`config.mk`:
```
export PLATFORM = sky130hd
export DESIGN_NAME = adder_result_fifo
export DESIGN_NICKNAME = d
export VERILOG_FILES = /design/src/rtl/adder_pkg.sv /design/src/rtl/adder_flag_gen.sv /design/src/rtl/adder_result_fifo.sv
export SDC_FILE = /design/constraint.sdc
export NUM_CORES = 1
export LEC_CHECK = 0
export BUFFER_PORTS_ARGS = -buffer_cell sky130_fd_sc_hd__buf_2
export CAP_MARGIN = 10
export CORE_MARGIN = 3
export CORE_UTILIZATION = 60
export CTS_CLUSTER_DIAMETER = 200
export CTS_CLUSTER_SIZE = 25
export DETAILED_ROUTE_END_ITERATION = 8
export GPL_TIMING_DRIVEN = 0
export PLACE_DENSITY = 0.89
export SLEW_MARGIN = 0
export SYNTH_ARGS = -nofsm -noshare
export SYNTH_HDL_FRONTEND = slang
export SYNTH_SLANG_ARGS = --single-unit
export TNS_END_PERCENT = 5
```
`constraint.sdc`:
```
create_clock -name clk -period 3.8 [get_ports clk]
set_input_delay 0.38 -clock clk [delete_from_list [all_inputs] [get_ports clk]]
set_output_delay 0.38 -clock clk [all_outputs]
set_load 0.05 [all_outputs]
```
`src/rtl/adder_pkg.sv`:
```
// Shared types for the add/sub result capture path.
// Result word layout is {mode, flags, sum}.
package adder_pkg;

  localparam int FLAG_W = 4;

  typedef struct packed {
    logic z;
    logic n;
    logic c;
    logic v;
  } adder_flags_t;

  typedef struct packed {
    logic         mode;
    adder_flags_t flags;
    logic [7:0]   sum;
  } adder_result_t;

endpackage

```
`src/rtl/adder_flag_gen.sv`:
```
// Combinational Z/N/C/V derivation for one 8-bit add/sub result.
// Overflow uses operand and result sign bits only.
module adder_flag_gen
  import adder_pkg::*;
(
  input  logic [7:0]   sum,
  input  logic         carry,
  input  logic         mode,
  input  logic         a_msb,
  input  logic         b_msb,
  output adder_flags_t flags
);

  logic sign_flip;

  assign sign_flip = (sum[7] != a_msb);

  always_comb begin
    flags   = '0;
    flags.z = (sum == 8'h00);
    flags.n = sum[7];
    flags.c = carry;
    // Subtract overflows only when operand signs differ.
    if (mode)
      flags.v = (a_msb != b_msb) && sign_flip;
    else
      flags.v = (a_msb == b_msb) && sign_flip;
  end

endmodule

```
`src/rtl/adder_result_fifo.sv`:
```
// Capture FIFO for add/sub results, FWFT valid/ready drain.
// ADDER_STATS_EN adds saturating add/sub/overflow counters.
module adder_result_fifo
  import adder_pkg::*;
#(
  parameter int DEPTH = 4,
  parameter int CNT_W = 16
) (
  input  logic                     clk,
  input  logic                     rst_n,
  input  logic                     in_valid,
  output logic                     in_ready,
  input  logic [7:0]               in_sum,
  input  logic                     in_carry,
  input  logic                     in_mode,
  input  logic                     in_a_msb,
  input  logic                     in_b_msb,
  output logic                     out_valid,
  input  logic                     out_ready,
  output logic [7:0]               out_sum,
  output logic [FLAG_W-1:0]        out_flags,
  output logic                     out_mode,
  output logic [$clog2(DEPTH):0]   count
`ifdef ADDER_STATS_EN
  ,
  output logic [CNT_W-1:0]         add_cnt,
  output logic [CNT_W-1:0]         sub_cnt,
  output logic [CNT_W-1:0]         ovf_cnt
`endif
);

  localparam int PTR_W = $clog2(DEPTH);
  localparam logic [PTR_W:0] FULL_CNT = (PTR_W+1)'(DEPTH);

  adder_result_t mem [DEPTH];
  logic [PTR_W-1:0] wr_ptr;
  logic [PTR_W-1:0] rd_ptr;
  adder_flags_t     flags;
  adder_result_t    wr_data;
  adder_result_t    head;
  logic             wr_en;
  logic             rd_en;

  adder_flag_gen u_flag_gen (
    .sum   (in_sum),
    .carry (in_carry),
    .mode  (in_mode),
    .a_msb (in_a_msb),
    .b_msb (in_b_msb),
    .flags (flags)
  );

  assign in_ready  = (count != FULL_CNT);
  assign out_valid = (count != '0);
  assign wr_en     = in_valid && in_ready;
  assign rd_en     = out_valid && out_ready;

  always_comb begin
    wr_data       = '0;
    wr_data.mode  = in_mode;
    wr_data.flags = flags;
    wr_data.sum   = in_sum;
  end

  always_ff @(posedge clk) begin
    if (wr_en)
      mem[wr_ptr] <= wr_data;
  end

  always_ff @(posedge clk) begin
    if (!rst_n) begin
      wr_ptr <= '0;
      rd_ptr <= '0;
      count  <= '0;
    end else begin
      if (wr_en)
        wr_ptr <= wr_ptr + 1'b1;
      if (rd_en)
        rd_ptr <= rd_ptr + 1'b1;
      unique case ({wr_en, rd_en})
        2'b10:   count <= count + 1'b1;
        2'b01:   count <= count - 1'b1;
        default: count <= count;
      endcase
    end
  end

  // Head is masked so an empty FIFO never shows stale memory.
  always_comb begin
    head = '0;
    if (out_valid)
      head = mem[rd_ptr];
  end

  assign out_sum   = head.sum;
  assign out_flags = head.flags;
  assign out_mode  = head.mode;

`ifdef ADDER_STATS_EN
  always_ff @(posedge clk) begin
    if (!rst_n) begin
      add_cnt <= '0;
      sub_cnt <= '0;
      ovf_cnt <= '0;
    end else if (wr_en) begin
      if (!in_mode && (add_cnt != '1))
        add_cnt <= add_cnt + 1'b1;
      if (in_mode && (sub_cnt != '1))
        sub_cnt <= sub_cnt + 1'b1;
      if (flags.v && (ovf_cnt != '1))
        ovf_cnt <= ovf_cnt + 1'b1;
    end
  end
`endif

endmodule

```
Word-level counts from Yosys, hierarchy flattened
Memories as Yosys holds them, arrays and structs flattened. A register that Yosys moved wholly into a read port is not among the register bits.
Cells that the tools add are included.
Widths: inputs -> output; s select.
{"block": "word_totals", "reg_bits": 7, "ramBits": 52, "output_inout_bits": 18, "elab_cells": 28, "memories": 1}
{"name": "mem", "depth": 4, "word_bits": 13, "read_ports": 1, "rd_ports_with_merged_regs": 1, "wr": 1, "line": "adder_result_fifo.sv:35", "text": "adder_result_t mem [DEPTH];"}
{"block": "classes", "n_addsub": 4, "n_eq_ne": 6, "muxes": 7, "n_reduce_logical": 7}
{"cell": "$mux 13", "n": 1}
{"cell": "$logic_not 8->1", "n": 1}
{"cell": "$pmux 3 s2", "n": 1}
{"cell": "$add 2x1->2 const B", "n": 2}
{"cell": "$logic_and 1x1->1", "n": 4}
{"cell": "$mux 2", "n": 2}
{"cell": "$add 3x1->3 const B", "n": 1}
{"cell": "$mux 1", "n": 3}
{"cell": "$ne 3x3->1 const B", "n": 1}
{"cell": "$reduce_bool 3->1", "n": 1}
{"cell": "$sub 3x1->3 const B", "n": 1}
{"cell": "$eq 2x1->1 const B", "n": 1}
{"cell": "$eq 2x2->1 const B", "n": 1}
{"cell": "$ne 1x1->1", "n": 2}
{"cell": "$reduce_bool 2->1", "n": 1}
{"cell": "$eq 1x1->1", "n": 1}

Logic depth before layout (Yosys ltp)
Gate-level depths: netlist of the first run.
{"block": "logic_depth", "word_depth": 4, "ltp_mapped": 9, "depth_no_buf": 9}

Modules after synthesis
A second synthesis of the first run with hierarchy kept.
{"block": "unflattened", "cells_unflattened": 145, "hier_area_um2": 2617.5}
{"module": "adder_result_fifo", "instances": 1, "cells_each": 136, "area_each_um2": 2548.7}
{"module": "adder_flag_gen", "instances": 1, "cells_each": 9, "area_each_um2": 68.8}

Least setup slack after synthesis of the first run
OpenSTA, ideal clock, no wires.
{"block": "synth_timing", "path_type": "register to register", "startpoint": "reg count[2]", "endpoint": "reg count[2]", "setup_time_ns": 0.076, "arrival_ns": 2.239, "required_ns": 3.724, "path_slack_ns": 1.486, "stages_incl_launch_ff": 9, "cell_sequence": "dfxtp_1 nor3_4 nor2b_1 ha_1 inv_1 fa_1 xor2_1 or3_1 a21boi_0"}
{"block": "synth_between", "elab_chain_cells": 4}
{"item": "from (decl)", "line": "adder_result_fifo.sv:23", "text": "output logic [$clog2(DEPTH):0] count"}
{"item": "from (signal assigned)", "line": "adder_result_fifo.sv:81", "text": "2'b10: count <= count + 1'b1;"}
{"item": "from (signal assigned)", "line": "adder_result_fifo.sv:82", "text": "2'b01: count <= count - 1'b1;"}
{"item": "from (signal assigned)", "line": "adder_result_fifo.sv:83", "text": "default: count <= count;"}
{"item": "$reduce_bool 3->1 *", "line": "adder_result_fifo.sv:54", "text": "assign out_valid = (count != '0);"}
{"item": "$logic_and 1x1->1 *", "line": "adder_result_fifo.sv:56", "text": "assign rd_en = out_valid && out_ready;"}
{"item": "net rd_en", "line": "adder_result_fifo.sv:42", "text": "logic rd_en;"}
{"item": "$eq 2x1->1 / $eq 2x2->1 (equally long branches)", "line": "adder_result_fifo.sv:80", "text": "unique case ({wr_en, rd_en})"}
{"item": "$pmux 3 s2 / $reduce_bool 2->1 (equally long branches)"}
The timed path passes the listed nets; every way through them passes the cells marked *.
A chain may end at the register's enable or synchronous reset.

==> metrics.txt, run 1 <==
status=finished clean; Area Overhead vs Synth=17.5%; dominant synthesized flop cell=edfxtp_1; largest net degree at the start of global routing=13; placed wire-length estimate=approximately 2.7 mm; pre-CTS WS=1.63 ns; WL per Instance=17.3 um; post-CTS setup buffers=0; Fin Setup TNS=0 ns; Hold Buf Count CTS=0; worst hold path depth=1; crit path buf inv count=3; vias per inst=between 5 and 6; MaxCap Viol Count=0; Hold Path Class=in -> reg; die area=around 4900 sq um; Cell Area, Synth=~2400 sq um; CP required=3.42 ns; Crit Reg-Reg Endpoint=count[2]$_SDFFE_PN0P_; Final Max Tran Viols=0; crit share post-route=0.608; post-synth net total=160; CTS tree=yes; Worst setup SP type=register; Clk pwr share=0.238; Worst Reg-to-Reg Cells=8; unrepaired setup endpoints after global routing=false; row count=22; kind of critical path=reg -> out; DR vias=1,293; Hold Crit Start=in_carry; RePlAce Congestion=0.699; Net Switching=984 uW; Max stage delay on crit path=a little over 0.5 ns; core area=3800 sq um; Port Buf Inserts=32; Post-synth EDFFs=48; cell family with most CP delay=buffers and inverters; Synth async-reset ratio=0; Cell variety after synth=30; I/O Pins=34; Critical Path End Type=primary output; Least-Margin Pin Slew=0.646 ns; maximum vdd drop=646 uV; Pwr Density=857 nW/um^2; most common cell after layout, fill and taps aside=edfxtp_1; ant diodes=0; share of cells above drive strength 1=0.387; DRT Pass-1 Iters=4; minimum clock period=2.31 ns; setup violators final=0; R2R Setup Slk=1.61 ns; most frequent cells in the layout=edfxtp_1 (48), buf_2 (33), mux4_2 (10), nor2b_4 (10); sequential power share=0.330; Seq/Total Area, Yosys=0.663; first-pass GRT wire length=6.44 mm; H-Tree Depth=3; Synth Register Bits=57; Worst R2R Start=count[2]$_SDFFE_PN0P_; Num CTS Buffers=9; wirelength, routed=between 4 and 5 mm; CTS root buf=clkbuf_8; power share of the combinational group=0.432; worst endpoint data arrival time=1.93 ns; Slew headroom=0.569; Final nets=203; Fmax=around 0.43 GHz; DRC Markers=0; internal power=between 1000 and 1500 uW; clk_lat worst skew=0.32 ns; Initial DRC Count=198; Die W=between 60 and 70 um; switch share=0.399; worst clock skew=just over 0.005 ns; gr ovfl total=0; syn_area_per_cell=17.7 sq um; Initial Util=0.644; hold path endpoint=mem[1][9]$_DFFE_PP_; cells along the critical path=buf_6, mux4_2, nor2b_4, buf_4, buf_2; initial antenna violation count=0; via count of the first global-routing pass=1,307; Final Hold Vio Count=0; Clock Path Buffers=2; ANT nets after route=0; LEAKAGE=0.00107 uW; CP max-delay cell=mux4_2; post-synthesis cell count=roughly 140; YS warnings=0; Sink Count=57; Die Span Y=69.9 um; Tot GR Track Use=0.181; CP Max Fanout=10; worst setup margin=~1.5 ns; PostCTS Resize Cnt=0; Clock Pin Slew Worst Setup and Hold Paths=~0.060 ns
cell families after synthesis:
| family | after synthesis | share of synthesized area |
|---|---|---|
| AND/OR/NAND/NOR | 37 | 0.121 |
| XOR/XNOR | 3 | 0.0107 |
| multiplexers | 14 | 0.122 |
| buffers and inverters | 12 | 0.0266 |
| flip-flops | 57 | 0.663 |
| adder cells (fa/ha/maj) | 6 | 0.0337 |
| AO/OA/AOI/OAI | 9 | 0.0235 |
registers in the layout, indices dropped and copies added (netlist names), named ones only:
register and cells:
wr_ptr 2, mem 48, rd_ptr 2, count 3
power groups by stage:
stage / combinational [uW] / sequential, uW / clock [uW]
after floorplan: 830 / 860 / 0
after global placement: 1050 / 817 / 0
after detailed placement: 1070 / 825 / 0
after CTS: 1070 / 813 / 600
after global routing: 1120 / 821 / 627
final: 1060 / 813 / 587
per-stage QoR:
step | utilization | cells | cell area [sq um] | power, uW | hold slack [ns]
after floorplan | - | 138 | 2450 | 1690 | 0.461
final | 0.757 | 234 | 2880 | 2460 | 0.272
after global placement | 0.702 | 218 | 2670 | 1860 | 0.469
after CTS | 0.757 | 234 | 2880 | 2490 | 0.246
after global routing | 0.757 | 234 | 2880 | 2570 | 0.264
after detailed placement | 0.702 | 218 | 2670 | 1890 | 0.495
cell type report:
type | instances | area [sq um]
clock buffer | 9 | 124
buffer | 5 | 38.8
fill | 228 | 922
tap | 48 | 60.1
inverter | 7 | 26.3
multi-input combinational | 69 | 761
clock inverter | 7 | 85.1
sequential | 57 | 1620
timing repair buffer | 32 | 160
worst max path at each step:
| stage | from | endpoint | slack [ns] | cells after the start |
|---|---|---|---|---|
| detailed placement | count[0]$_SDFFE_PN0P_ | count[2]$_SDFFE_PN0P_ | 1.63 | 8 |
| CTS | register | out_sum[7] | 1.47 | 5 |
| global placement | count[2]$_SDFFE_PN0P_ | count[2]$_SDFFE_PN0P_ | 1.76 | 8 |
| global route | register | out_sum[7] | 1.40 | 5 |
| finish | register | out_sum[7] | 1.49 | 5 |
| floorplan | count[2]$_SDFFE_PN0P_ | count[2]$_SDFFE_PN0P_ | 1.49 | 8 |
worst register-to-register path: stages, from the launching register on:
cell      delay [ns]
dfxtp_1         0.46
nor3_4          0.12
nor2b_1         0.21
ha_1            0.25
inv_1           0.07
fa_1            0.37
xor2_1          0.16
or3_1           0.30
a21boi_0        0.17
synth_stat cells, types with 2 or more instances:
cell type	count	area, sq um
and2_1	6	37.5
mux4_2	10	225
or4_1	2	15.0
nand2_1	9	33.8
ha_1	5	62.6
nor2b_4	10	138
buf_6	2	22.5
mux4_1	2	52.6
xor2_1	2	17.5
or3_1	2	12.5
inv_1	7	26.3
mux2i_1	2	20.0
o21ai_0	4	20.0
dfxtp_1	9	180
nor2b_1	3	18.8
nor2_1	2	7.51
edfxtp_1	48	1440
per-layer routing:
metal / vias up / track usage / routed length [um]
li1: 607 / - / -
met1: 634 / 0.223 / 1610
met2: 45 / 0.291 / 2110
met3: 7 / 0.0676 / 262
met4: 0 / 0.0702 / 62
met5: - / 0 / 0
Power figures use the tool's default switching activity.
==> run 2: changes to the inputs <==
- CORE_UTILIZATION: 60 -> 51
- PLACE_DENSITY: 0.89 -> 0.81
- clock period: 3.8 -> 2 ns (I/O delays scaled with it)
==> run 2 against run 1 <==
Effect of this change: cell count is 5.1% higher; clock skew is 0.0028 ns higher; global-route usage decreased by 0.91 points; sequential cell count did not move; sequential power is 96% higher; largest power group unchanged.
==> metrics.txt, run 2 (synthesis gave the netlist of run 1 again) <==
H-Tree Depth=3; gr ovfl total=0; DR vias=1,310; dpl cells=222; core area=4500 sq um; WL per Instance=17.2 um; worst endpoint data arrival time=1.76 ns; Clock Path Buffers=2; Max stage delay on crit path=0.49 ns; first-pass GRT wire length=6.69 mm; CTS tree=yes; clk_lat worst skew=0.33 ns; CTS root buf=clkbuf_8; CP max-delay cell=mux4_2; most common cell after layout, fill and taps aside=edfxtp_1; Sink Count=57; Final Max Tran Viols=0; Final Hold Vio Count=0; share of cells above drive strength 1=0.464; unrepaired setup endpoints after global routing=true; Hold Buf Count CTS=0; Initial Util=0.543; Pwr Density=about 1600 nW/um^2; crit path buf inv count=3; Final nets=~210; Least-Margin Pin Slew=~0.64 ns; Biggest register=mem; CP Max Fanout=5; setup violators final=0; DRT Pass-1 Iters=4; via count of the first global-routing pass=1,378; minimum clock period=1.96 ns; Critical Path End Type=primary output; Slew headroom=0.571; vias per inst=between 5 and 6; Clock Pin Slew Worst Setup and Hold Paths=0.07 ns; Area Overhead vs Synth=24.1%; Tot GR Track Use=0.172; row count=24; Fin Setup TNS=0 ns; DRC Markers=0; status=finished clean; Num CTS Buffers=9; LEAKAGE=0.00113 uW; cell family with most CP delay=multiplexers; Largest regs=mem (48), count (3); Port Buf Inserts=32; placed wire-length estimate=roughly 2.8 mm; Pwr Total=5000 uW; Die W=75.3 um; kind of critical path=reg -> out; ANT nets after route=0; cells along the critical path=buf_12, mux4_2, nor2b_4, buf_4, buf_6; wirelength, routed=between 4 and 5 mm; non-filler cells in the finished layout=246; largest net degree at the start of global routing=13; Die Span Y=75.3 um; ant diodes=0; maximum vdd drop=1100 uV; Worst setup SP type=register; Largest register FFs=48; RePlAce Congestion=0.678; Filler Cells Inserted=312; die area=5670 sq um; Hold Path Class=in -> reg; worst clock skew=0.00789 ns; I/O Pins=34; Util after Layout=0.674; initial antenna violation count=0; MaxCap Viol Count=0; Fmax=0.509 GHz; Initial DRC Count=approximately 80; most frequent cells in the layout=edfxtp_1 (48), buf_2 (26), mux4_2 (10), nor2b_4 (10), clkbuf_8 (10); crit share post-route=0.982; CP required=1.80 ns
[run 2: changes by cell type in the layout (fill, tap and decap cells not counted), moves of 2 or more]
cell and delta:
dfxtp_1 -4, dfxtp_4 +4, buf_2 -7, buf_6 +4, buf_4 +7, clkinv_1 -2
clkinv_2 +2
[run 2: path summary, 6_finish.rpt]
kind / start / end / slack, ns / cells past startpoint
worst min register to register: wr_ptr[1]$_SDFFE_PN0P_ / wr_ptr[1]$_SDFFE_PN0P_ / 0.51 / 2
worst max-delay path: register / out_sum[7] / 0.04 / 5
worst min-delay path: in_carry / mem[3][9]$_DFFE_PP_ / 0.09 / 1
worst max register to register: count[0]$_SDFFE_PN0P_ / count[2]$_SDFFE_PN0P_ / 0.11 / 9
[run 2: final cells by class]
class | count | area, sq um | share of cell area
sequential | 57 | 1640 | 0.539
multi-input combinational | 69 | 783 | 0.258
timing repair buffer | 40 | 278 | 0.0914
clock buffer | 10 | 138 | 0.0453
tap | 52 | 65.1 | 0.0214
clock inverter | 6 | 57.6 | 0.0189
buffer | 5 | 53.8 | 0.0177
inverter | 7 | 26.3 | 0.00865
[run 2: layer usage]
layer	global-route usage	routed length, um	vias up
met3	0.0614	230	9
met5	0	0	-
met4	0.0874	93	0
met1	0.187	1690	644
li1	-	-	622
met2	0.295	2230	35
[run 2: what timing repair did]
| item | 4_1_cts | 5_1_grt |
|---|---|---|
| gates resized for setup | 20 | 7 |
| pin swaps | 0 | 4 |
| gates cloned | 1 | 0 |
| endpoints found under the setup margin | 13 | 8 |
| setup buffers | 0 | 7 |
[run 2: through the flow]
stage	hold WS [ns]	area (sq um)	setup slack [ns]
6_report	0.0890	3040	0.0364
5_1_grt	0.0822	3040	-0.0163
4_1_cts	0.0795	2970	-0.00827
3_5_place_dp	0.428	2680	-0.104
3_3_place_gp	0.415	2680	0.00616
2_1_floorplan	0.299	2460	0.00960
[run 2: where the power goes]
group	total (uW)	switching (uW)	internal, uW
sequential	1590	119	1470
clock	1030	436	599
combinational	2370	1400	967
